--- config.mk ---
export PLATFORM = sky130hd
export DESIGN_NAME = stack_address_sequencer_flat
export DESIGN_NICKNAME = d
export VERILOG_FILES = /design/src/rtl/stack_address_sequencer_if.sv /design/src/rtl/stack_address_sequencer.sv /design/src/flat_wrapper.sv
export SDC_FILE = /design/constraint.sdc
export NUM_CORES = 1
export LEC_CHECK = 0
export BUFFER_PORTS_ARGS = -buffer_cell sky130_fd_sc_hd__clkbuf_2
export CAP_MARGIN = 20
export CORE_ASPECT_RATIO = 0.6
export CORE_MARGIN = 1
export CORE_UTILIZATION = 45
export DETAILED_ROUTE_END_ITERATION = 12
export HOLD_SLACK_MARGIN = 0.12
export PLACE_DENSITY = 0.77
export SLEW_MARGIN = 20
export SYNTH_ARGS = -nofsm -noshare
export SYNTH_HDL_FRONTEND = slang
export SYNTH_SLANG_ARGS = --single-unit
--- constraint.sdc ---
create_clock -name clock -period 10.1 [get_ports clock]
set_input_delay 2.02 -clock clock [delete_from_list [all_inputs] [get_ports clock]]
set_output_delay 2.02 -clock clock [all_outputs]
set_load 0.03 [all_outputs]
--- src/rtl/stack_address_sequencer_if.sv ---
// Bundle between the control unit / data-memory port and stack_address_sequencer.
// Request side: start, op, M, base_address, beats.
// Memory side:  mem_ready in; addr_valid, addr, beat_index, last out.
// Status side:  busy, done, overflow, underflow, user_sp, priv_sp.
// master = control unit / memory model, slave = the sequencer.
interface stack_address_sequencer_if #(
    parameter int ADDR_WIDTH = 10
);
    logic                  start;
    logic [1:0]            op;
    logic                  M;
    logic [31:0]           base_address;
    logic [2:0]            beats;
    logic                  mem_ready;
    logic                  busy;
    logic                  addr_valid;
    logic [ADDR_WIDTH-1:0] addr;
    logic [2:0]            beat_index;
    logic                  last;
    logic                  done;
    logic                  overflow;
    logic                  underflow;
    logic [31:0]           user_sp;
    logic [31:0]           priv_sp;

    modport master (
        output start, op, M, base_address, beats, mem_ready,
        input  busy, addr_valid, addr, beat_index, last, done,
               overflow, underflow, user_sp, priv_sp
    );

    modport slave (
        input  start, op, M, base_address, beats, mem_ready,
        output busy, addr_valid, addr, beat_index, last, done,
               overflow, underflow, user_sp, priv_sp
    );
endinterface

--- src/rtl/stack_address_sequencer.sv ---
// stack_address_sequencer: owns the banked user/privileged stack pointers and
// issues one byte address per beat under a valid/ready handshake for PUSH, POP
// and plain burst load/store requests.
// Ports: clock (rising edge), reset (async, active-high), bus (slave modport of
// stack_address_sequencer_if carrying request, beat stream and status).
module stack_address_sequencer #(
    parameter int ADDR_WIDTH       = 10,
    parameter int MAX_BEATS        = 4,
    parameter int USER_STACK_START = 31,
    parameter int USER_STACK_END   = 36,
    parameter int PRIV_STACK_START = 37,
    parameter int PRIV_STACK_END   = 42
) (
    input  logic                        clock,
    input  logic                        reset,
    stack_address_sequencer_if.slave    bus
);
    localparam logic [31:0] SP_EMPTY = 32'hFFFF_FFFF;
    localparam logic [31:0] U_LO     = 32'(USER_STACK_START);
    localparam logic [31:0] U_HI     = 32'(USER_STACK_END);
    localparam logic [31:0] P_LO     = 32'(PRIV_STACK_START);
    localparam logic [31:0] P_HI     = 32'(PRIV_STACK_END);
    localparam logic [1:0]  OP_NONE  = 2'd0;
    localparam logic [1:0]  OP_PUSH  = 2'd1;
    localparam logic [1:0]  OP_POP   = 2'd2;
    localparam logic [1:0]  OP_BURST = 2'd3;

    typedef enum logic [1:0] {ST_IDLE = 2'd0, ST_RUN = 2'd1, ST_DONE = 2'd2} state_t;

    state_t                state_r, state_s;
    logic [1:0]            op_r;
    logic                  m_r;
    logic [ADDR_WIDTH-1:0] base_r;
    logic [2:0]            n_r;
    logic [2:0]            beat_r;
    logic [31:0]           user_sp_r, priv_sp_r;
    logic                  overflow_r, underflow_r;

    logic                  accept_s;
    logic [31:0]           sp_s, lo_s, hi_s, sp_dec_s, sp_inc_s, sp_next_s;
    logic [ADDR_WIDTH-1:0] beat_addr_s;
    logic                  beat_err_s, beat_ok_s, beat_fire_s, beat_last_s;
    logic                  unused_base_s;

    // Only the low ADDR_WIDTH bits of the burst top address are meaningful.
    assign unused_base_s = ^bus.base_address[31:ADDR_WIDTH];

    // Beat count 0 means one beat; oversized counts saturate at MAX_BEATS.
    function automatic logic [2:0] clamp_beats(input logic [2:0] b);
        logic [2:0] r;
        if (b == 3'd0) begin
            r = 3'd1;
        end else if ({1'b0, b} > 4'(MAX_BEATS)) begin
            r = 3'(MAX_BEATS);
        end else begin
            r = b;
        end
        return r;
    endfunction

    assign accept_s = (state_r == ST_IDLE) && bus.start && (bus.op != OP_NONE);

    // Per-beat address, error check and successor SP for the active bank.
    always_comb begin
        sp_s        = m_r ? priv_sp_r : user_sp_r;
        lo_s        = m_r ? P_LO : U_LO;
        hi_s        = m_r ? P_HI : U_HI;
        sp_dec_s    = sp_s - 32'd1;
        sp_inc_s    = sp_s + 32'd1;
        sp_next_s   = sp_s;
        beat_addr_s = {ADDR_WIDTH{1'b0}};
        beat_err_s  = 1'b0;
        case (op_r)
            OP_PUSH: begin
                if (sp_s == SP_EMPTY) begin
                    sp_next_s   = hi_s;
                    beat_addr_s = hi_s[ADDR_WIDTH-1:0];
                end else if ((sp_s > lo_s) && (sp_s <= hi_s)) begin
                    sp_next_s   = sp_dec_s;
                    beat_addr_s = sp_dec_s[ADDR_WIDTH-1:0];
                end else begin
                    beat_err_s  = 1'b1;
                end
            end
            OP_POP: begin
                if ((sp_s >= lo_s) && (sp_s < hi_s)) begin
                    sp_next_s   = sp_inc_s;
                    beat_addr_s = sp_s[ADDR_WIDTH-1:0];
                end else if (sp_s == hi_s) begin
                    sp_next_s   = SP_EMPTY;
                    beat_addr_s = hi_s[ADDR_WIDTH-1:0];
                end else begin
                    beat_err_s  = 1'b1;
                end
            end
            OP_BURST: begin
                // Ascending run ending on base: base - (N-1) + i, wrapping.
                beat_addr_s = base_r
                            + {{(ADDR_WIDTH-3){1'b0}}, beat_r}
                            - {{(ADDR_WIDTH-3){1'b0}}, n_r - 3'd1};
            end
            default: begin
                beat_err_s  = 1'b0;
            end
        endcase
    end

    assign beat_ok_s   = (state_r == ST_RUN) && !beat_err_s;
    assign beat_fire_s = beat_ok_s && bus.mem_ready;
    assign beat_last_s = (beat_r == (n_r - 3'd1));

    // FSM state register.
    always_ff @(posedge clock or posedge reset) begin
        if (reset) begin
            state_r <= ST_IDLE;
        end else begin
            state_r <= state_s;
        end
    end

    // FSM next-state logic.
    always_comb begin
        state_s = state_r;
        case (state_r)
            ST_IDLE: begin
                if (accept_s) begin
                    state_s = ST_RUN;
                end else begin
                    state_s = ST_IDLE;
                end
            end
            ST_RUN: begin
                if ((state_r == ST_RUN) && beat_err_s) begin
                    state_s = ST_DONE;
                end else if (beat_fire_s && beat_last_s) begin
                    state_s = ST_DONE;
                end else begin
                    state_s = ST_RUN;
                end
            end
            ST_DONE: state_s = ST_IDLE;
            default: state_s = ST_IDLE;
        endcase
    end

    // Request latch, beat counter, stack pointers and sticky error flags.
    always_ff @(posedge clock or posedge reset) begin
        if (reset) begin
            op_r        <= OP_NONE;
            m_r         <= 1'b0;
            base_r      <= {ADDR_WIDTH{1'b0}};
            n_r         <= 3'd1;
            beat_r      <= 3'd0;
            user_sp_r   <= SP_EMPTY;
            priv_sp_r   <= SP_EMPTY;
            overflow_r  <= 1'b0;
            underflow_r <= 1'b0;
        end else if (accept_s) begin
            op_r        <= bus.op;
            m_r         <= bus.M;
            base_r      <= bus.base_address[ADDR_WIDTH-1:0];
            n_r         <= clamp_beats(bus.beats);
            beat_r      <= 3'd0;
            overflow_r  <= 1'b0;
            underflow_r <= 1'b0;
        end else if (state_r == ST_RUN) begin
            if (beat_err_s) begin
                overflow_r  <= overflow_r  | (op_r == OP_PUSH);
                underflow_r <= underflow_r | (op_r == OP_POP);
            end else if (beat_fire_s) begin
                if (!beat_last_s) begin
                    beat_r <= beat_r + 3'd1;
                end
                // Only the bank selected at acceptance moves; bursts leave both alone.
                if ((op_r != OP_BURST) && m_r) begin
                    priv_sp_r <= sp_next_s;
                end else if (op_r != OP_BURST) begin
                    user_sp_r <= sp_next_s;
                end
            end
        end
    end

    // FSM output decode.
    always_comb begin
        bus.busy      = (state_r != ST_IDLE);
        bus.done      = (state_r == ST_DONE);
        bus.overflow  = overflow_r;
        bus.underflow = underflow_r;
        bus.user_sp   = user_sp_r;
        bus.priv_sp   = priv_sp_r;
        if (beat_ok_s) begin
            bus.addr_valid = 1'b1;
            bus.addr       = beat_addr_s;
            bus.beat_index = beat_r;
            bus.last       = beat_last_s;
        end else begin
            bus.addr_valid = 1'b0;
            bus.addr       = {ADDR_WIDTH{1'b0}};
            bus.beat_index = 3'd0;
            bus.last       = 1'b0;
        end
    end
endmodule

--- src/flat_wrapper.sv ---
// flat-port wrapper written by rule: the top's interface ports become plain ports
module stack_address_sequencer_flat 
#(
    parameter int ADDR_WIDTH       = 10,
    parameter int MAX_BEATS        = 4,
    parameter int USER_STACK_START = 31,
    parameter int USER_STACK_END   = 36,
    parameter int PRIV_STACK_START = 37,
    parameter int PRIV_STACK_END   = 42
)
  (clock, reset, bus_start, bus_op, bus_M, bus_base_address, bus_beats, bus_mem_ready, bus_busy, bus_addr_valid, bus_addr, bus_beat_index, bus_last, bus_done, bus_overflow, bus_underflow, bus_user_sp, bus_priv_sp);
  stack_address_sequencer_if #(.ADDR_WIDTH(ADDR_WIDTH)) bus_i ();
  input  logic clock;
  input  logic reset;
  input wire logic [$bits(bus_i.start)-1:0] bus_start;
  input wire logic [$bits(bus_i.op)-1:0] bus_op;
  input wire logic [$bits(bus_i.M)-1:0] bus_M;
  input wire logic [$bits(bus_i.base_address)-1:0] bus_base_address;
  input wire logic [$bits(bus_i.beats)-1:0] bus_beats;
  input wire logic [$bits(bus_i.mem_ready)-1:0] bus_mem_ready;
  output wire logic [$bits(bus_i.busy)-1:0] bus_busy;
  output wire logic [$bits(bus_i.addr_valid)-1:0] bus_addr_valid;
  output wire logic [$bits(bus_i.addr)-1:0] bus_addr;
  output wire logic [$bits(bus_i.beat_index)-1:0] bus_beat_index;
  output wire logic [$bits(bus_i.last)-1:0] bus_last;
  output wire logic [$bits(bus_i.done)-1:0] bus_done;
  output wire logic [$bits(bus_i.overflow)-1:0] bus_overflow;
  output wire logic [$bits(bus_i.underflow)-1:0] bus_underflow;
  output wire logic [$bits(bus_i.user_sp)-1:0] bus_user_sp;
  output wire logic [$bits(bus_i.priv_sp)-1:0] bus_priv_sp;
  assign bus_i.start = bus_start;
  assign bus_i.op = bus_op;
  assign bus_i.M = bus_M;
  assign bus_i.base_address = bus_base_address;
  assign bus_i.beats = bus_beats;
  assign bus_i.mem_ready = bus_mem_ready;
  assign bus_busy = bus_i.busy;
  assign bus_addr_valid = bus_i.addr_valid;
  assign bus_addr = bus_i.addr;
  assign bus_beat_index = bus_i.beat_index;
  assign bus_last = bus_i.last;
  assign bus_done = bus_i.done;
  assign bus_overflow = bus_i.overflow;
  assign bus_underflow = bus_i.underflow;
  assign bus_user_sp = bus_i.user_sp;
  assign bus_priv_sp = bus_i.priv_sp;
  stack_address_sequencer #(.ADDR_WIDTH(ADDR_WIDTH), .MAX_BEATS(MAX_BEATS), .USER_STACK_START(USER_STACK_START), .USER_STACK_END(USER_STACK_END), .PRIV_STACK_START(PRIV_STACK_START), .PRIV_STACK_END(PRIV_STACK_END)) u_core (.clock(clock), .reset(reset), .bus(bus_i));
endmodule
==> reports/qor.txt, run 1 <==
Longest Clk Path Bufs - 2
kind of critical path - reg2out
CTS Root Buffer Type - clkbuf_16
Ys Warns - 0
CTS resizes - 0
Yosys reg bits - 87
Hold Path Class - reg2reg
fillers - 1224
share of cells above drive strength 1 - 32.2%
crit-path cells - buf_4 -> mux2i_2 -> ha_1 -> a211o_1 -> a31oi_1 -> nor2_1 -> o31ai_2 -> and3_1 -> nand2b_1 -> a31oi_1 -> clkbuf_2
final WL - 18.0 mm
Crit. End Element - output pin
vias in the first global route - 5135
clock-pin slew on the worst setup and hold paths - 0.06 ns
delay-heaviest family, CP - compound AO/OA/AOI/OAI gates
Die Area - 13900 µm²
post-route ant nets - 0
NetSw - 1180 µW
final core occ - 53.5%
Hold Path End - u_core.base_r[2]$_DFFE_PP0P_
number of core rows - 32
cts hold-fix bufs - 0
Slew Viols, Final - 0
ratio of final minimum period to clock period - 64.4%
Total GRT Usage - 26.8%
WL per Instance - 19.4 µm
fin worst setup slack - 3.60 ns
Die Span Y - 91.8 µm
Num CTS Buffers - 9
Syn Inst Count - 667
Clock Skews - 0.0109 ns
Hold Path Depth - 2
Critical Path Slowest Stage Cell - buf_4
nets@finish - 823
R2R depth - 11
unrepaired setup endpoints after global routing - false
initial core utilization - 46.6%
clock share of power - 13.2%
Register Area - 2260 µm²
Power Density - 344 nW/µm²
critical path launch point type - flop
dominant synthesized flop cell - dfstp_2
Area Growth Syn to Fin - 14.8%
area of the multi-input gates - 3530 µm²
worst-path fanout max - 70
Combinational Power Share - 58.8%
Final setup viols - 0
syn_area_per_cell - 9.07 µm²
Max Cap Viol - 0
worst path bufs/invs - 2
switching part of the total - 49.6%
worst flop-to-flop path startpoint - u_core.m_r$_DFFE_PP0P_
CTS sink cnt - 87
reg-to-reg endpoint - u_core.bus.user_sp[13]$_DFFE_PP1P_
total power - 2390 µW
sequential share of the synthesized area - 37.3%
total gr overflow - 0
CTS tree - yes
most used cell, CP - a31oi_1
Post-Syn Nets - 737
measured slew at the worst slew-check pin - 1.09 ns
status - finished clean
Setup TNS - 0 ns
Int Power - 1200 µW
Hold Crit Start - u_core.base_r[2]$_DFFE_PP0P_
Final min period - 6.50 ns
Peak VDD IR - 0.123 mV
initial antenna violation count - 0
drt pass-1 iters - 6
Mapped Area - 6050 µm²
largest net degree at the start of global routing - 71
Reg power frac - 28.0%
Final HPWL DP - 13.3 mm
final hold violations - 0
Placer Congestion - 1.02
Core Region - 13000 µm²
Leak - 0.00324 µW
Synth cell types - 74
number of flops mapped to enable cells by yosys - 0
PortBufs - 102
first-pass GRT wire length - 28.5 mm
Worst Path Arrival - 4.48 ns
routed vias/inst - 6.07
Iter 0 DRT Violations - 545
WP data required - 8.08 ns
relative slew slack - 26.9%
worst-skew pair later-pin latency - 0.34 ns
via count - 5630
Fmax - 0.154 GHz
pre-CTS setup slack - 4.01 ns
DRC - 0
number of post-CTS setup repair buffers - 0
I/O pin cnt - 125
Ant. Diodes - 0
CP Depth - 11
reg-to-reg setup timing slack - 5.36 ns
CP peak stage delay - 0.61 ns
worst hold slack - 0.510 ns
async set or reset register ratio after synthesis - 100%
H-Tree Depth - 3
Die W - 152 µm
## worst reg2reg max path, delay by kind of cell (launching register included)
family	cells	cell delay, ns
fa+ha+maj	1	0.33
buf+inv	2	0.82
simple gates	3	1.59
compound gates	4	1.08
flops	1	0.37
mux	1	0.52
## stage by stage
stage	cells	cell area, µm²
global route	927	6940
global placement	912	6680
finish	927	6940
floorplan	667	6050
CTS	927	6940
detailed placement	912	6680
## synthesized netlist by cell type (6+ instances only)
cell type	n	area, µm²
a21o_1	25	188
a21oi_1	32	160
a22oi_1	11	82.6
a31oi_1	25	156
and2_1	7	43.8
buf_2	11	55.1
clkbuf_1	19	71.3
dfrtp_1	22	551
dfstp_2	65	1710
ha_1	25	313
inv_1	29	109
mux2_2	34	383
mux2i_1	12	120
nand2_1	73	274
nand2b_1	9	56.3
nand3_1	19	95.1
nand4_1	12	75.1
nor2_1	47	176
nor3_1	13	65.1
nor4_1	11	68.8
o21ai_0	36	180
o31ai_1	9	67.6
xnor2_1	12	105
xor2_1	6	52.6
## cell type report
type                       count  area share [%]
clock buffer                   9            3.24
clock inverter                 6           0.631
inverter                      32            1.75
multi-input combinational    515            50.8
sequential                    87            32.5
tap                          170            3.06
timing repair buffer         108            8.00
## routing by layer
| metal | part of all wire (%) | GRT usage (%) | vias to the layer above |
|---|---|---|---|
| met5 | 0 | 0 | - |
| met4 | 0.90 | 5.20 | 0 |
| met3 | 11 | 6.72 | 15 |
| met2 | 38 | 35.0 | 312 |
| met1 | 50 | 43.4 | 2686 |
| li1 | - | - | 2617 |
## flip-flops by register name (all words and copies together) (netlist names)
signal and cells:
u_core.bus.priv_sp 32, u_core.bus.user_sp 32, u_core.base_r 10, u_core.beat_r 3
u_core.n_r 3, u_core.op_r 2, u_core.state_r 2, u_core.bus.overflow 1
u_core.bus.underflow 1, u_core.m_r 1
## placed cells by master (no fill, tap or decap), types with 5 or more instances in the layout
cell / instances
o21ai_0: 36
nor3_1: 13
nand4_1: 12
nand3b_1: 5
inv_1: 28
dfstp_2: 65
a21oi_1: 32
a22o_1: 5
xor2_1: 6
a31oi_1: 25
nor2b_1: 5
and2_1: 7
ha_1: 25
nand3_1: 19
dfrtp_1: 21
mux2i_1: 12
nor4_1: 10
mux2_2: 34
buf_4: 6
and3_1: 5
nand2b_1: 9
a21o_1: 25
nor2_1: 47
nand2_1: 73
clkbuf_2: 102
clkbuf_16: 9
xnor2_1: 12
o31ai_1: 9
a22oi_1: 11
## cell families (layout without fill, tap and decap cells)
kind of cell               count (synthesis)  count (layout)  synth area share, %
AOI/OAI and AO/OA                        188             188                 21.2
muxes                                     47              47                 8.55
DFF                                       87              87                 37.3
adders and majority gates                 28              28                 6.17
and+or+nand+nor                          234             234                 19.7
buffers and inverters                     65             155                 4.45
xor gates and xnor gates                  18              18                 2.61
## power by group through the flow
| stage | clock network [µW] | logic [µW] | registers [µW] |
|---|---|---|---|
| after floorplan | 0 | 944 | 776 |
| after global placement | 0 | 1370 | 666 |
| after detailed placement | 0 | 1390 | 667 |
| after CTS | 319 | 1400 | 663 |
| after global routing | 332 | 1550 | 685 |
| final | 314 | 1400 | 669 |
## how the worst max path moves through the flow
stage | from | end | slack (ns)
2_1_floorplan | u_core.m_r$_DFFE_PP0P_ | bus_addr[3] | 3.93
3_3_place_gp | u_core.m_r$_DFFE_PP0P_ | bus_addr[5] | 4.04
3_5_place_dp | u_core.m_r$_DFFE_PP0P_ | bus_addr[3] | 4.01
4_1_cts | u_core.m_r$_DFFE_PP0P_ | bus_addr[3] | 3.63
5_1_grt | u_core.bus.priv_sp[2]$_DFFE_PP1P_ | bus_addr[2] | 3.23
6_report | u_core.m_r$_DFFE_PP0P_ | bus_addr[3] | 3.60
Power figures use the tool's default switching activity.
==> run 2, diff against run 1 <==
--- a/config.mk
+++ b/config.mk
@@ -12,7 +12,7 @@
 export CORE_UTILIZATION = 45
 export DETAILED_ROUTE_END_ITERATION = 12
 export HOLD_SLACK_MARGIN = 0.12
-export PLACE_DENSITY = 0.77
+export PLACE_DENSITY = 0.79
 export SLEW_MARGIN = 20
 export SYNTH_ARGS = -nofsm -noshare
 export SYNTH_HDL_FRONTEND = slang
==> constraint.sdc (replaced) <==
create_clock -name clock -period 5.35 [get_ports clock]
set_input_delay 1.07 -clock clock [delete_from_list [all_inputs] [get_ports clock]]
set_output_delay 1.07 -clock clock [all_outputs]
set_load 0.03 [all_outputs]
==> reports/qor.txt, run 2 (synthesized netlist as in run 1, its figures left out) <==
Final HPWL DP - 14.4 mm (+7.7%)
Worst Path Arrival - 4.12 ns (-0.36 ns)
Num CTS Buffers - 9 (unchanged)
Ant. Diodes - 0 (unchanged)
H-Tree Depth - 3 (unchanged)
Hold Crit Start - u_core.n_r[2]$_DFFE_PP0P_
post-placement cell count - 927 (+1.6%)
switching part of the total - 49.4% (-0.16 points)
DRC - 0 (unchanged)
Core Region - 13000 µm² (unchanged)
status - finished clean
Area Growth Syn to Fin - 17.6%
initial core utilization - 46.6% (unchanged)
share of cells above drive strength 1 - 34.3% (+2.0 points)
cts hold-fix bufs - 0 (unchanged)
most frequent cells in the layout - clkbuf_2, nand2_1, dfstp_2
most used cell, CP - or3_1
unrepaired setup endpoints after global routing - false
clock-pin slew on the worst setup and hold paths - 0.06 ns (about the same)
Leak - 0.00332 µW (+2.6%)
fin worst setup slack - 0.156 ns (-3.44 ns)
Critical Path Slowest Stage Cell - dfrtp_2
total gr overflow - 0 (unchanged)
pre-CTS setup slack - 0.442 ns (-3.57 ns)
drt pass-1 iters - 5 (-1)
first-pass GRT wire length - 29.3 mm (+2.9%)
critical path launch point type - flop
crit-path cells - mux2i_2 -> clkinv_1 -> ha_1 -> nor2b_1 -> nor4b_1 -> a211o_1 -> o2111ai_2 -> or3_1 -> or3_1 -> a21oi_1 -> clkbuf_2
Die W - 152 µm (unchanged)
Final min period - 5.19 ns
Hold Path Class - reg2reg
Clock Skews - 0.00865 ns (-0.00226 ns)
CTS Root Buffer Type - clkbuf_16
I/O pin cnt - 125 (unchanged)
Final setup viols - 0 (unchanged)
initial antenna violation count - 0 (unchanged)
final WL - 18.8 mm (+4.9%)
vias in the first global route - 5077 (-1.1%)
clock share of power - 14.0% (+0.8 points)
Max Cap Viol - 0 (unchanged)
final hold violations - 0 (unchanged)
worst-skew pair later-pin latency - 0.34 ns (about the same)
PortBufs - 102 (unchanged)
routed length on met2 - 7.12 mm (+3.6%)
WL per Instance - 20.0 µm (+3.2%)
relative slew slack - 43.6% (+17 points)
worst flop-to-flop path startpoint - u_core.m_r$_DFFE_PP0P_
non-filler cells, final - 943 (+1.7%)
largest net degree at the start of global routing - 61 (-14%)
Die Span Y - 91.8 µm (unchanged)
worst path bufs/invs - 2 (unchanged)
worst hold slack - 0.510 ns (+0.000710 ns)
Crit. End Element - output pin
number of core rows - 32 (unchanged)
kind of critical path - reg2out
Peak VDD IR - 0.231 mV (+88%)
routed vias/inst - 6.13 (+0.87%)
WP data required - 4.28 ns (-3.80 ns)
Power Density - 659 nW/µm² (+92%)
Longest Clk Path Bufs - 2 (unchanged)
commonest non-fill, non-tap cell in the layout - clkbuf_2
measured slew at the worst slew-check pin - 0.846 ns (-0.247 ns)
Placer Congestion - 0.986 (-3.8%)
Fmax - 0.193 GHz
met3 routed WL - 2.47 mm (+27%)
Slew Viols, Final - 0 (unchanged)
Iter 0 DRT Violations - 623 (+14%)
Setup crit start - u_core.m_r$_DFFE_PP0P_
Setup TNS - 0 ns (unchanged)
delay-heaviest family, CP - simple AND/OR/NAND/NOR gates
post-route cell area - 7110 µm² (+2.4%)
CP peak stage delay - 0.54 ns (-0.07 ns)
Int Power - 2370 µW (+97%)
Total GRT Usage - 27.9% (+1.1 points)
CTS sink cnt - 87 (unchanged)
Die Area - 13900 µm² (unchanged)
met1 WL - 9.20 mm (+2.5%)
post-route ant nets - 0 (unchanged)
worst-path fanout max - 10 (-86%)
CTS tree - yes
Combinational Power Share - 58.8% (about the same)
ratio of final minimum period to clock period - 97.1%
placed cell area - 6790 µm² (+1.7%)
Reg power frac - 27.2% (-0.8 points)
nets@finish - 838 (+1.8%)
NetSw - 2320 µW (+96%)
via count - 5777 (+2.6%)
highest metal used - met4
[run 2: what timing repair did]
action	4_1_cts	5_1_grt
buffers inserted	0	0
endpoints found under the setup margin	0	10
gates resized for setup	0	6
[run 2: power by group through the flow]
stage	logic, µW	registers [µW]	clock network [µW]
after floorplan	1780	1460	0
after global placement	2640	1270	0
after detailed placement	2690	1270	0
after CTS	2700	1260	663
after global routing	3000	1310	693
final	2760	1270	656
[run 2: area by class of cell]
class	count	area (µm²)
timing repair buffer	123	668
tap	170	213
multi-input combinational	515	3540
inverter	32	121
sequential	87	2260
clock inverter	7	78.8
fill	1231	5860
clock buffer	9	225
[run 2: per-layer routing]
layer	up-vias	track usage, %
met4	0	4.29
met2	335	34.6
met1	2786	46.2
met5	-	0
met3	7	8.26
li1	2649	-
[run 2: tightest hold or removal path, stage by stage (launching register included)]
cell,delay [ns]
dfrtp_1,0.36
nand2_1,0.06
nand2_1,0.06
[run 2: final timing paths]
path | endpoint | slack [ns] | cells past startpoint
worst max-delay path | bus_addr[7] | 0.16 | 11
worst min register to register | u_core.n_r[2]$_DFFE_PP0P_ | 0.51 | 2
worst max register to register | u_core.bus.priv_sp[5]$_DFFE_PP1P_ | 1.30 | 12
worst min-delay path | u_core.n_r[2]$_DFFE_PP0P_ | 0.51 | 2
min in group asynchronous | u_core.state_r[0]$_DFF_PP0_ | 0.72 | 2
max in group asynchronous | u_core.bus.priv_sp[6]$_DFFE_PP1P_ | 3.56 | 3
[run 2: metrics by stage]
step                utilization (%)  power [µW]
floorplan                         -        3250
global placement               52.3        3900
detailed placement             52.3        3960
CTS                            54.7        4620
global route                   54.8        5000
finish                         54.8        4690
==> run 3, diff against run 2 <==
==> constraint.sdc (replaced) <==
create_clock -name clock -period 4.4 [get_ports clock]
set_input_delay 0.88 -clock clock [delete_from_list [all_inputs] [get_ports clock]]
set_output_delay 0.88 -clock clock [all_outputs]
set_load 0.03 [all_outputs]
==> reports/qor.txt, run 3 (synthesized netlist as in run 1, its figures left out) <==
Final min period - 4.48 ns
CP peak stage delay - 0.56 ns (+0.02 ns)
Longest Clk Path Bufs - 2 (unchanged)
final hold violations - 0 (unchanged)
initial antenna violation count - 0 (unchanged)
Fmax - 0.223 GHz
post-route ant nets - 0 (unchanged)
Crit. End Element - output pin
Final setup viols - 2 (+2)
status - finished with violations
worst-skew pair later-pin latency - 0.35 ns (about the same)
routed vias/inst - 6.10 (-0.47%)
WL per Instance - 20.4 µm (+2.1%)
initial core utilization - 46.6% (unchanged)
most frequent cells in the layout - clkbuf_2, nand2_1, dfstp_2
Hold Path Class - in2async
WP data required - 3.52 ns (-0.76 ns)
R2R depth - 12 (unchanged)
unrepaired setup endpoints after global routing - true
drt pass-1 iters - 6 (+1)
worst path bufs/invs - 3 (+1)
crit-path cells - inv_4 -> ha_4 -> fa_1 -> ha_1 -> a21o_1 -> a21oi_2 -> o21bai_2 -> a2111oi_4 -> buf_4 -> o31ai_4 -> xnor2_1 -> a22oi_2 -> nor2_4 -> buf_8
PortBufs - 102 (unchanged)
kind of critical path - reg2out
first-pass GRT wire length - 31.1 mm (+6.1%)
commonest non-fill, non-tap cell in the layout - clkbuf_2
Ant. Diodes - 0 (unchanged)
clock-pin slew on the worst setup and hold paths - 0.07 ns (about the same)
CP Depth - 14 (+3)
worst hold slack - 0.493 ns (-0.0172 ns)
Placer Congestion - 1.02 (+3.2%)
final WL - 20.1 mm (+6.7%)
delay-heaviest family, CP - compound AO/OA/AOI/OAI gates
DRC - 0 (unchanged)
fin worst setup slack - -0.0844 ns (-0.240 ns)
Peak VDD IR - 0.348 mV (+51%)
Critical Path Slowest Stage Cell - dfstp_2
Total GRT Usage - 29.6% (+1.7 points)
Leak - 0.00363 µW (+9.2%)
Num CTS Buffers - 9 (unchanged)
Slew Viols, Final - 0 (unchanged)
ratio of final minimum period to clock period - 102%
CTS tree - yes
vias in the first global route - 5610 (+10%)
Clock Skews - 0.00758 ns (-0.00107 ns)
Setup crit start - u_core.n_r[0]$_DFFE_PP1P_
CTS sink cnt - 87 (unchanged)
failing checks - negative setup slack
Area Growth Syn to Fin - 31.0%
Setup TNS - -0.134 ns (-0.134 ns)
Die Area - 13900 µm² (unchanged)
Power Density - 819 nW/µm² (+24%)
nets@finish - 880 (+5.0%)
H-Tree Depth - 3 (unchanged)
worst flop-to-flop path startpoint - u_core.m_r$_DFFE_PP0P_
CTS Root Buffer Type - clkbuf_16
Die W - 152 µm (unchanged)
number of core rows - 32 (unchanged)
Iter 0 DRT Violations - 672 (+7.9%)
worst-path fanout max - 2 (-8)
critical path launch point type - flop
Core Region - 13000 µm² (unchanged)
I/O pin cnt - 125 (unchanged)
via count - 6006 (+4.0%)
total gr overflow - 0 (unchanged)
Max Cap Viol - 0 (unchanged)
measured slew at the worst slew-check pin - 0.862 ns (+0.0157 ns)
relative slew slack - 42.5% (-1.0 points)
Worst Path Arrival - 3.60 ns (-0.52 ns)
Die Span Y - 91.8 µm (unchanged)
Final HPWL DP - 14.7 mm (+2.7%)
share of cells above drive strength 1 - 42.6% (+8.3 points)
largest net degree at the start of global routing - 56 (-8.2%)
run 3: cell types whose count changed in the layout (fill, tap and decap cells not counted), sizes merged:
cell    previous run  this run
buf               21        68
clkbuf           111       106
bufbuf             0         1
bufinv             1         0
clkinv             4         3
inv               32        33
run 3: metal layers:
metal  routed length (µm)  share of wire, %  vias up  global-route usage (%)
li1                     -                 -     2734                       -
met1                 9460                47     2931                    46.5
met2                 7930                39      317                    38.7
met3                 2490                12       24                    9.10
met4                  219               1.1        0                    5.86
met5                    0                 0        -                       0
run 3: per-stage QoR:
stage / cells / setup WS (ns) / utilization [%] / instance area (µm²) / power (µW)
final: 985 / -0.0844 / 61.1 / 7920 / 6490
after global routing: 985 / -0.194 / 61.1 / 7920 / 6910
after CTS: 972 / -0.0389 / 59.1 / 7670 / 6180
after detailed placement: 950 / -0.130 / 54.8 / 7110 / 5070
after global placement: 950 / -0.0365 / 54.8 / 7110 / 4990
after floorplan: 667 / 0.0343 / - / 6180 / 4050
run 3: where the power goes:
| group | switching, µW | internal, µW | total, µW |
|---|---|---|---|
| Combinational | 2420 | 1750 | 4170 |
| Sequential | 372 | 1200 | 1570 |
| Clock | 350 | 406 | 757 |
| Total | 3140 | 3350 | 6490 |
run 3: worst register-to-register path, cell delays in order, from the launching register on:
cell,delay (ns)
dfrtp_2,0.45
mux2i_4,0.29
inv_4,0.08
ha_4,0.22
nor2b_2,0.16
nor4b_2,0.24
a211o_1,0.29
o2111ai_4,0.20
buf_4,0.20
o31ai_1,0.60
a21oi_1,0.13
or4_1,0.62
mux2_2,0.30
run 3: final cells by class:
class                   instances  area [µm²]
clock buffers                  10         239
clock inverters                 6        52.6
fillers                      1146        5050
inverters                      32         129
multi-input cells             515        3900
flip-flops and latches         87        2260
well taps                     170         213
repair buffers                165        1130
run 3: timing repair:
action	CTS	global route
hold buffers	0	0
gates cloned	1	1
setup endpoints to repair	10	10
gates resized for setup	38	34
pin swaps	21	29
setup buffers	5	11
run 3: path summary, 6_finish.rpt:
check	slack (ns)	endpoint
setup / recovery	-0.08	bus_addr[9]
min in group clock	0.52	u_core.base_r[2]$_DFFE_PP0P_
hold / removal	0.49	u_core.bus.overflow$_DFFE_PP0P_
max in group asynchronous	2.88	u_core.bus.priv_sp[30]$_DFFE_PP1P_
setup reg to reg	0.55	u_core.bus.priv_sp[5]$_DFFE_PP1P_
hold reg to reg	0.52	u_core.base_r[2]$_DFFE_PP0P_
